### config.mk
export PLATFORM = sky130hd
export DESIGN_NAME = multicycle_control_unit
export DESIGN_NICKNAME = d
export VERILOG_FILES = /design/src/rtl/multicycle_control_unit_pkg.sv /design/src/rtl/multicycle_control_unit_branch_cond.sv /design/src/rtl/multicycle_control_unit.sv
export SDC_FILE = /design/constraint.sdc
export NUM_CORES = 1
export LEC_CHECK = 0
export CAP_MARGIN = 20
export CELL_PAD_IN_SITES_DETAIL_PLACEMENT = 0
export CELL_PAD_IN_SITES_GLOBAL_PLACEMENT = 1
export CORE_MARGIN = 1
export CORE_UTILIZATION = 35
export DETAILED_ROUTE_END_ITERATION = 8
export GPL_ROUTABILITY_DRIVEN = 0
export GPL_TIMING_DRIVEN = 0
export PLACE_DENSITY = 0.94
export SLEW_MARGIN = 25
export SYNTH_ARGS = -nofsm -noshare
export SYNTH_HDL_FRONTEND = slang
export SYNTH_SLANG_ARGS = --single-unit
### constraint.sdc
create_clock -name clk -period 2.78 [get_ports clk]
set_clock_uncertainty 0.2 [all_clocks]
set_input_delay 0.556 -clock clk [delete_from_list [all_inputs] [get_ports clk]]
set_output_delay 0.556 -clock clk [all_outputs]
set_load 0.03 [all_outputs]
### src/rtl/multicycle_control_unit_pkg.sv
// Shared encodings for the multi-cycle RV32I(M) control unit:
// FSM states, ALU codes, opcodes and mux selects.
package multicycle_control_unit_pkg;

   typedef enum logic [2:0] {
      S_FETCH,
      S_DECODE,
      S_EXEC,
      S_MEM,
      S_MULDIV,
      S_WB,
      S_TRAP
   } state_e;

   typedef enum logic [3:0] {
      ALU_ADD  = 4'h0,
      ALU_SUB  = 4'h1,
      ALU_AND  = 4'h2,
      ALU_OR   = 4'h3,
      ALU_XOR  = 4'h4,
      ALU_SLT  = 4'h5,
      ALU_SLL  = 4'h6,
      ALU_SRL  = 4'h7,
      ALU_SRA  = 4'h8,
      ALU_MUL  = 4'h9,
      ALU_MULH = 4'hA,
      ALU_DIV  = 4'hB,
      ALU_REM  = 4'hC,
      ALU_SLTU = 4'hD
   } alu_e;

   localparam logic [6:0] OP_R      = 7'b0110011;
   localparam logic [6:0] OP_IMM    = 7'b0010011;
   localparam logic [6:0] OP_LOAD   = 7'b0000011;
   localparam logic [6:0] OP_STORE  = 7'b0100011;
   localparam logic [6:0] OP_BRANCH = 7'b1100011;
   localparam logic [6:0] OP_JAL    = 7'b1101111;
   localparam logic [6:0] OP_JALR   = 7'b1100111;
   localparam logic [6:0] OP_LUI    = 7'b0110111;
   localparam logic [6:0] OP_AUIPC  = 7'b0010111;

   localparam logic [6:0] F7_BASE = 7'b0000000;
   localparam logic [6:0] F7_ALT  = 7'b0100000;
   localparam logic [6:0] F7_M    = 7'b0000001;

   localparam logic [2:0] BR_EQ  = 3'b000;
   localparam logic [2:0] BR_NE  = 3'b001;
   localparam logic [2:0] BR_LT  = 3'b100;
   localparam logic [2:0] BR_GE  = 3'b101;
   localparam logic [2:0] BR_LTU = 3'b110;
   localparam logic [2:0] BR_GEU = 3'b111;

   localparam logic [1:0] PC_PLUS4  = 2'b00;
   localparam logic [1:0] PC_BRANCH = 2'b01;
   localparam logic [1:0] PC_JALR   = 2'b10;
   localparam logic [1:0] PC_TRAP   = 2'b11;

   localparam logic [1:0] RES_ALU = 2'b00;
   localparam logic [1:0] RES_MEM = 2'b01;
   localparam logic [1:0] RES_PC4 = 2'b10;
   localparam logic [1:0] RES_IMM = 2'b11;

   // SUB exists only for register-register ops; ADDI has no subtract form
   function automatic alu_e base_alu(input logic [2:0] f3,
                                     input logic alt,
                                     input logic is_reg);
      unique case (f3)
         3'b000:  base_alu = (alt && is_reg) ? ALU_SUB : ALU_ADD;
         3'b001:  base_alu = ALU_SLL;
         3'b010:  base_alu = ALU_SLT;
         3'b011:  base_alu = ALU_SLTU;
         3'b100:  base_alu = ALU_XOR;
         3'b101:  base_alu = alt ? ALU_SRA : ALU_SRL;
         3'b110:  base_alu = ALU_OR;
         default: base_alu = ALU_AND;
      endcase
   endfunction

   function automatic alu_e m_alu(input logic [2:0] f3);
      unique case (f3)
         3'b000:  m_alu = ALU_MUL;
         3'b001,
         3'b010,
         3'b011:  m_alu = ALU_MULH;
         3'b100,
         3'b101:  m_alu = ALU_DIV;
         default: m_alu = ALU_REM;
      endcase
   endfunction

endpackage

### src/rtl/multicycle_control_unit_branch_cond.sv
// Branch resolution from ALU compare flags; flags reserved func3
// encodings so the FSM can trap on them.
module multicycle_control_unit_branch_cond
   import multicycle_control_unit_pkg::*;
(
   input  logic [2:0] func3,
   input  logic       alu_zero,
   input  logic       alu_lt,
   input  logic       alu_ltu,
   output logic       taken,
   output logic       invalid
);

   always_comb begin
      taken   = 1'b0;
      invalid = 1'b0;
      unique case (func3)
         BR_EQ:   taken = alu_zero;
         BR_NE:   taken = !alu_zero;
         BR_LT:   taken = alu_lt;
         BR_GE:   taken = !alu_lt;
         BR_LTU:  taken = alu_ltu;
         BR_GEU:  taken = !alu_ltu;
         default: invalid = 1'b1;
      endcase
   end

endmodule

### src/rtl/multicycle_control_unit.sv
// FSM-sequenced control for a shared-ALU RV32I(M) datapath with
// handshaked instruction/data memories and multi-cycle MUL/DIV.
module multicycle_control_unit
   import multicycle_control_unit_pkg::*;
#(
   parameter bit ENABLE_M   = 1'b1,
   parameter int MUL_CYCLES = 3,
   parameter int DIV_CYCLES = 32,
   parameter int CNT_W      = 6
) (
   input  logic       clk,
   input  logic       rst,
   input  logic [6:0] opcode,
   input  logic [2:0] func3,
   input  logic [6:0] func7,
   input  logic       imem_ready,
   input  logic       dmem_ready,
   input  logic       alu_zero,
   input  logic       alu_lt,
   input  logic       alu_ltu,
   output logic       imem_req,
   output logic       dmem_req,
   output logic       mem_write,
   output logic       ir_write,
   output logic       pc_write,
   output logic [1:0] pc_src,
   output logic       reg_write,
   output logic       alu_src,
   output logic       alu_a_pc,
   output logic [3:0] alu_control,
   output logic [1:0] result_src,
   output logic       busy,
   output logic       illegal
);

   localparam logic [CNT_W-1:0] MUL_LOAD = CNT_W'(MUL_CYCLES - 1);
   localparam logic [CNT_W-1:0] DIV_LOAD = CNT_W'(DIV_CYCLES - 1);

   state_e           state_q, state_d;
   logic [CNT_W-1:0] cnt_q, cnt_d;

   logic is_r, is_rb, is_m, is_imm, is_load, is_store;
   logic is_br, is_jal, is_jalr, is_lui, is_auipc;
   logic f7_ok, legal;
   logic br_taken, br_invalid;
   alu_e op_alu;

   multicycle_control_unit_branch_cond u_br (
      .func3    (func3),
      .alu_zero (alu_zero),
      .alu_lt   (alu_lt),
      .alu_ltu  (alu_ltu),
      .taken    (br_taken),
      .invalid  (br_invalid)
   );

   always_comb begin
      is_r     = opcode == OP_R;
      is_imm   = opcode == OP_IMM;
      is_load  = opcode == OP_LOAD;
      is_store = opcode == OP_STORE;
      is_br    = opcode == OP_BRANCH;
      is_jal   = opcode == OP_JAL;
      is_jalr  = opcode == OP_JALR;
      is_lui   = opcode == OP_LUI;
      is_auipc = opcode == OP_AUIPC;
      is_m     = is_r && func7 == F7_M;
      is_rb    = is_r && !is_m;
      f7_ok    = func7 == F7_BASE || func7 == F7_ALT ||
                 (func7 == F7_M && ENABLE_M);
      legal    = (is_r && f7_ok) || is_imm || is_load ||
                 is_store || is_br || is_jal || is_jalr ||
                 is_lui || is_auipc;
      op_alu = ALU_ADD;
      unique case (1'b1)
         is_m:    op_alu = m_alu(func3);
         is_rb:   op_alu = base_alu(func3, func7[5], 1'b1);
         is_imm:  op_alu = base_alu(func3, func7[5], 1'b0);
         is_br:   op_alu = ALU_SUB;
         default: op_alu = ALU_ADD;
      endcase
   end

   always_ff @(posedge clk or posedge rst) begin
      if (rst) begin
         state_q <= S_FETCH;
         cnt_q   <= '0;
      end else begin
         state_q <= state_d;
         cnt_q   <= cnt_d;
      end
   end

   always_comb begin
      state_d     = state_q;
      cnt_d       = cnt_q;
      imem_req    = 1'b0;
      dmem_req    = 1'b0;
      mem_write   = 1'b0;
      ir_write    = 1'b0;
      pc_write    = 1'b0;
      pc_src      = PC_PLUS4;
      reg_write   = 1'b0;
      alu_src     = 1'b0;
      alu_a_pc    = 1'b0;
      alu_control = ALU_ADD;
      result_src  = RES_ALU;
      busy        = state_q != S_FETCH;
      illegal     = 1'b0;
      // ALU controls stay valid until the result is consumed
      if (state_q inside {S_EXEC, S_MEM, S_MULDIV, S_WB}) begin
         alu_control = op_alu;
         alu_src     = !(is_r || is_br);
         alu_a_pc    = is_auipc;
      end
      unique case (state_q)
         S_FETCH: begin
            imem_req = 1'b1;
            if (imem_ready && !rst) begin
               ir_write = 1'b1;
               state_d  = S_DECODE;
            end
         end
         S_DECODE: begin
            if (!legal) begin
               state_d = S_TRAP;
            end else if (is_m) begin
               state_d = S_MULDIV;
               cnt_d   = func3[2] ? DIV_LOAD : MUL_LOAD;
            end else begin
               state_d = S_EXEC;
            end
         end
         S_EXEC: begin
            if (is_load || is_store) begin
               state_d = S_MEM;
            end else if (is_br) begin
               if (br_invalid) begin
                  state_d = S_TRAP;
               end else begin
                  pc_write = 1'b1;
                  pc_src   = br_taken ? PC_BRANCH : PC_PLUS4;
                  state_d  = S_FETCH;
               end
            end else begin
               state_d = S_WB;
            end
         end
         S_MEM: begin
            dmem_req  = 1'b1;
            mem_write = is_store;
            if (dmem_ready) begin
               pc_write = is_store;
               state_d  = is_store ? S_FETCH : S_WB;
            end
         end
         S_MULDIV: begin
            if (cnt_q == '0) state_d = S_WB;
            else cnt_d = cnt_q - CNT_W'(1);
         end
         S_WB: begin
            reg_write = 1'b1;
            pc_write  = 1'b1;
            state_d   = S_FETCH;
            unique case (1'b1)
               is_load:          result_src = RES_MEM;
               is_jal || is_jalr: result_src = RES_PC4;
               is_lui:           result_src = RES_IMM;
               default:          result_src = RES_ALU;
            endcase
            if (is_jal) pc_src = PC_BRANCH;
            else if (is_jalr) pc_src = PC_JALR;
         end
         S_TRAP: begin
            illegal  = 1'b1;
            pc_write = 1'b1;
            pc_src   = PC_TRAP;
            state_d  = S_FETCH;
         end
         default: state_d = S_FETCH;
      endcase
   end

endmodule

==> impl_metrics.csv <==
group,metric,value,unit
timing,rsz0062_at_grt,"true",
power_and_ir_drop,p_total,1.277,mW
setup_path,crit_cells,7,
die,core_area,0.003442,sq mm
layout,drive_gt1_share,31.36,%
cts,postCtsHoldBufs,0,
global_route,grt_max_degree,11,
routing,drtAntennaViolNets,0,
setup_path,reg2reg_to,"cnt_q[5]$_DFFE_PP0P_",
yosys,syn_area,0.001305,sq mm
timing,period_share,98.59,%
yosys,synth_nets,207,
cts,clock_latency,240,ps
die,num_io_pins,42,
layout,finalNetCount,263,
placement,post-place-ws,-951.9,ps
setup_path,path_cells,"clkdlybuf4s15_1 -> nor4b_4 -> nand4_4 -> nand2_2 -> o21ai_2 -> a2111oi_4 -> buf_4",
setup_path,worstSetupEndpointType,"primary output",
status,status,"complete, no violations",
layout,finalNonFillerCells,282,
worst_hold_path,hold_class,"register to register",
layout,final_area,0.001958,sq mm
global_route,grt_pass1_vias,1388,
yosys,syn_inst,181,
yosys,ys_top_cells_by_count,"nand2_1 (26), nor2_1 (19), a21oi_1 (12), inv_1 (12)",
cts,cts_tree,"built",
yosys,yosysUniqueCellTypes,55,
yosys,synth_edf_count,0,
yosys,yosysSeqAreaShare,17.26,%
timing,finalHoldWorstSlack,315.8,ps
layout,antennaDiodeCount,0,
setup_path,max_stage_delay,350,ps
setup_path,crit_start,"func7[0]",
placement,placed_cells,267,
global_route,grt_pass1_wl,6258,um
layout,fin_util,56.89,%
layout,area_delta_synth_final,50.05,%
routing,first_pass_iters,4,
setup_path,path_class,"input pin to primary output",
setup_path,rr_worst_depth,4,
timing,fin_crit,2741,ps
setup_path,crit_required,2020,ps
power_and_ir_drop,powerDensity,652.2,mW/mm^2
yosys,synthTopCellsByArea,"dfrtp_1 (17%), nand2_1 (7.5%), nor2_1 (5.5%)",
routing,drt_iter0_markers,79,
timing,fmax,0.3649,GHz
power_and_ir_drop,irDropWorstVdd,0.0005497,V
yosys,synthArstFlopShare,100.0,%
setup_path,cp_slowest_cell,"a2111oi_4",
layout,fill_cells,326,
routing,drc,0,
die,die_area,0.003977,sq mm
placement,placed_cell_area,0.001782,sq mm
routing,routed_wl,3559,um
setup_path,path_buf_inv,2,
global_route,antenna_found_initial,0,
setup_path,crit_path_start_kind,"input pin",
global_route,grt_use_total,19.29,%
cts,path_clk_slew,50,ps
cts,cts_made_buffers,3,
yosys,synth_flop_cell,"dfrtp_1",
cts,clk_path_buf_depth,2,
yosys,synth-seq-cells,9,
yosys,yosysTopAreaCell,"dfrtp_1",
power_and_ir_drop,p_leak,0.8734,nW
cts,cts_sinks,9,
yosys,synth_top_cell_area_share,17.26,%
global_route,grt.overflow.total,0,
timing,slew_headroom,55.09,%
timing,finalSetupViolations,0,
setup_path,arrival,1980,ps
die,chipWidth,63.06,um
die,dieHeight,63.06,um
timing,slew_violations,0,
routing,wire_per_inst,12.62,um
setup_path,crit_path_end,"alu_control[2]",
setup_path,r2r_slack,860,ps
timing,tightestPinTransition,670.7,ps
setup_path,r2r-start,"state_q[1]$_DFFE_PP0P_",
routing,viasPerCell,5.216,
die,rows,21,
cts,cts_root_buf,"clkbuf_8",
timing,setup-tns-final,0,ps
yosys,avgSynthCellArea,7.210,sq um
setup_path,crit_family,"simple AND/OR/NAND/NOR gates",
yosys,synth_warnings,0,
die,start_util,37.91,%
timing,finalHoldViolCount,0,
placement,io_buffers,40,
cts,htreeDepth,1,
flow_run,maxCapViolCount,0,
setup_path,critPathMaxFanout,3,
placement,dp_hpwl,2586,um
yosys,yosysMostFrequentCell,"nand2_1",
routing,vias,1471,
timing,setup_ws,39.24,ps
## logic make-up (layout without fill, tap and decap cells)
kind of cell	after synthesis	in the layout	synth area share [%]
xor gates and xnor gates	6	6	4.027
DFF	9	9	17.26
and+or+nand+nor	96	96	44.30
adders and majority gates	2	2	1.917
AOI/OAI and AO/OA	44	44	23.49
muxes	2	2	1.534
buffers and inverters	22	77	7.477
## how the worst min path moves through the flow
stage	start	to	slack, ps	cells past startpoint
after detailed placement	cnt_q[0]$_DFFE_PP0P_	cnt_q[0]$_DFFE_PP0P_	310	1
after CTS	cnt_q[0]$_DFFE_PP0P_	cnt_q[0]$_DFFE_PP0P_	310	1
after global routing	cnt_q[0]$_DFFE_PP0P_	cnt_q[0]$_DFFE_PP0P_	340	1
after global placement	cnt_q[0]$_DFFE_PP0P_	cnt_q[0]$_DFFE_PP0P_	310	1
after floorplan	rst	cnt_q[0]$_DFFE_PP0P_	190	1
final	cnt_q[0]$_DFFE_PP0P_	cnt_q[0]$_DFFE_PP0P_	320	1
## placed cells by master, fill, tap and decap left out, types with 3 or more instances in the layout
cell and count:
clkbuf_2 11, nor3_1 8, nand3_1 7, clkdlybuf4s50_1 10
buf_6 5, nand2b_1 4, dlygate4sd2_1 4, dfrtp_1 9
clkdlybuf4s15_1 3, a31oi_1 4, buf_2 5, clkbuf_8 4
inv_1 11, nor2_1 17, nand2_1 24, xnor2_1 4
or2_2 3, nor3b_2 3, buf_4 15, nand3b_1 4
o21ai_0 8, a21oi_1 11, dlymetal6s2s_1 3
## power breakdown
| group | internal [mW] | leakage (nW) | switching [mW] |
|---|---|---|---|
| Sequential | 0.194 | 0.103 | 0.0676 |
| Combinational | 0.356 | 0.747 | 0.505 |
| Clock | 0.100 | 0.0228 | 0.0547 |
| Total | 0.650 | 0.873 | 0.627 |
## flip-flops by register name (all words and copies together) (netlist names)
signal,cells
cnt_q,6
state_q,3
## cell type report
| cell class | instances | area, sq um | area share, % |
|---|---|---|---|
| Multi-Input combinational cell | 150 | 1074 | 54.82 |
| Tap cell | 46 | 57.56 | 2.939 |
| Clock buffer | 4 | 45.04 | 2.300 |
| Inverter | 12 | 48.80 | 2.492 |
| Sequential cell | 9 | 225.2 | 11.50 |
| Buffer | 9 | 77.57 | 3.962 |
| Timing Repair Buffer | 52 | 430.4 | 21.98 |
## timing repair
action                                  in CTS  in global routing
endpoints found under the hold margin        0                  0
buffers inserted                            12                  0
endpoints found under the setup margin      15                  8
pin swaps                                   10                  8
gates resized for setup                     92                 36
## layer usage
| metal | wire, um | global-route usage (%) | vias up |
|---|---|---|---|
| li1 | - | - | 759 |
| met1 | 1800 | 27.59 | 661 |
| met2 | 1589 | 30.24 | 47 |
| met3 | 155 | 3.261 | 4 |
| met4 | 13 | 3.488 | 0 |
| met5 | 0 | 0 | - |
No activity file was read; power rests on OpenSTA's default activity.
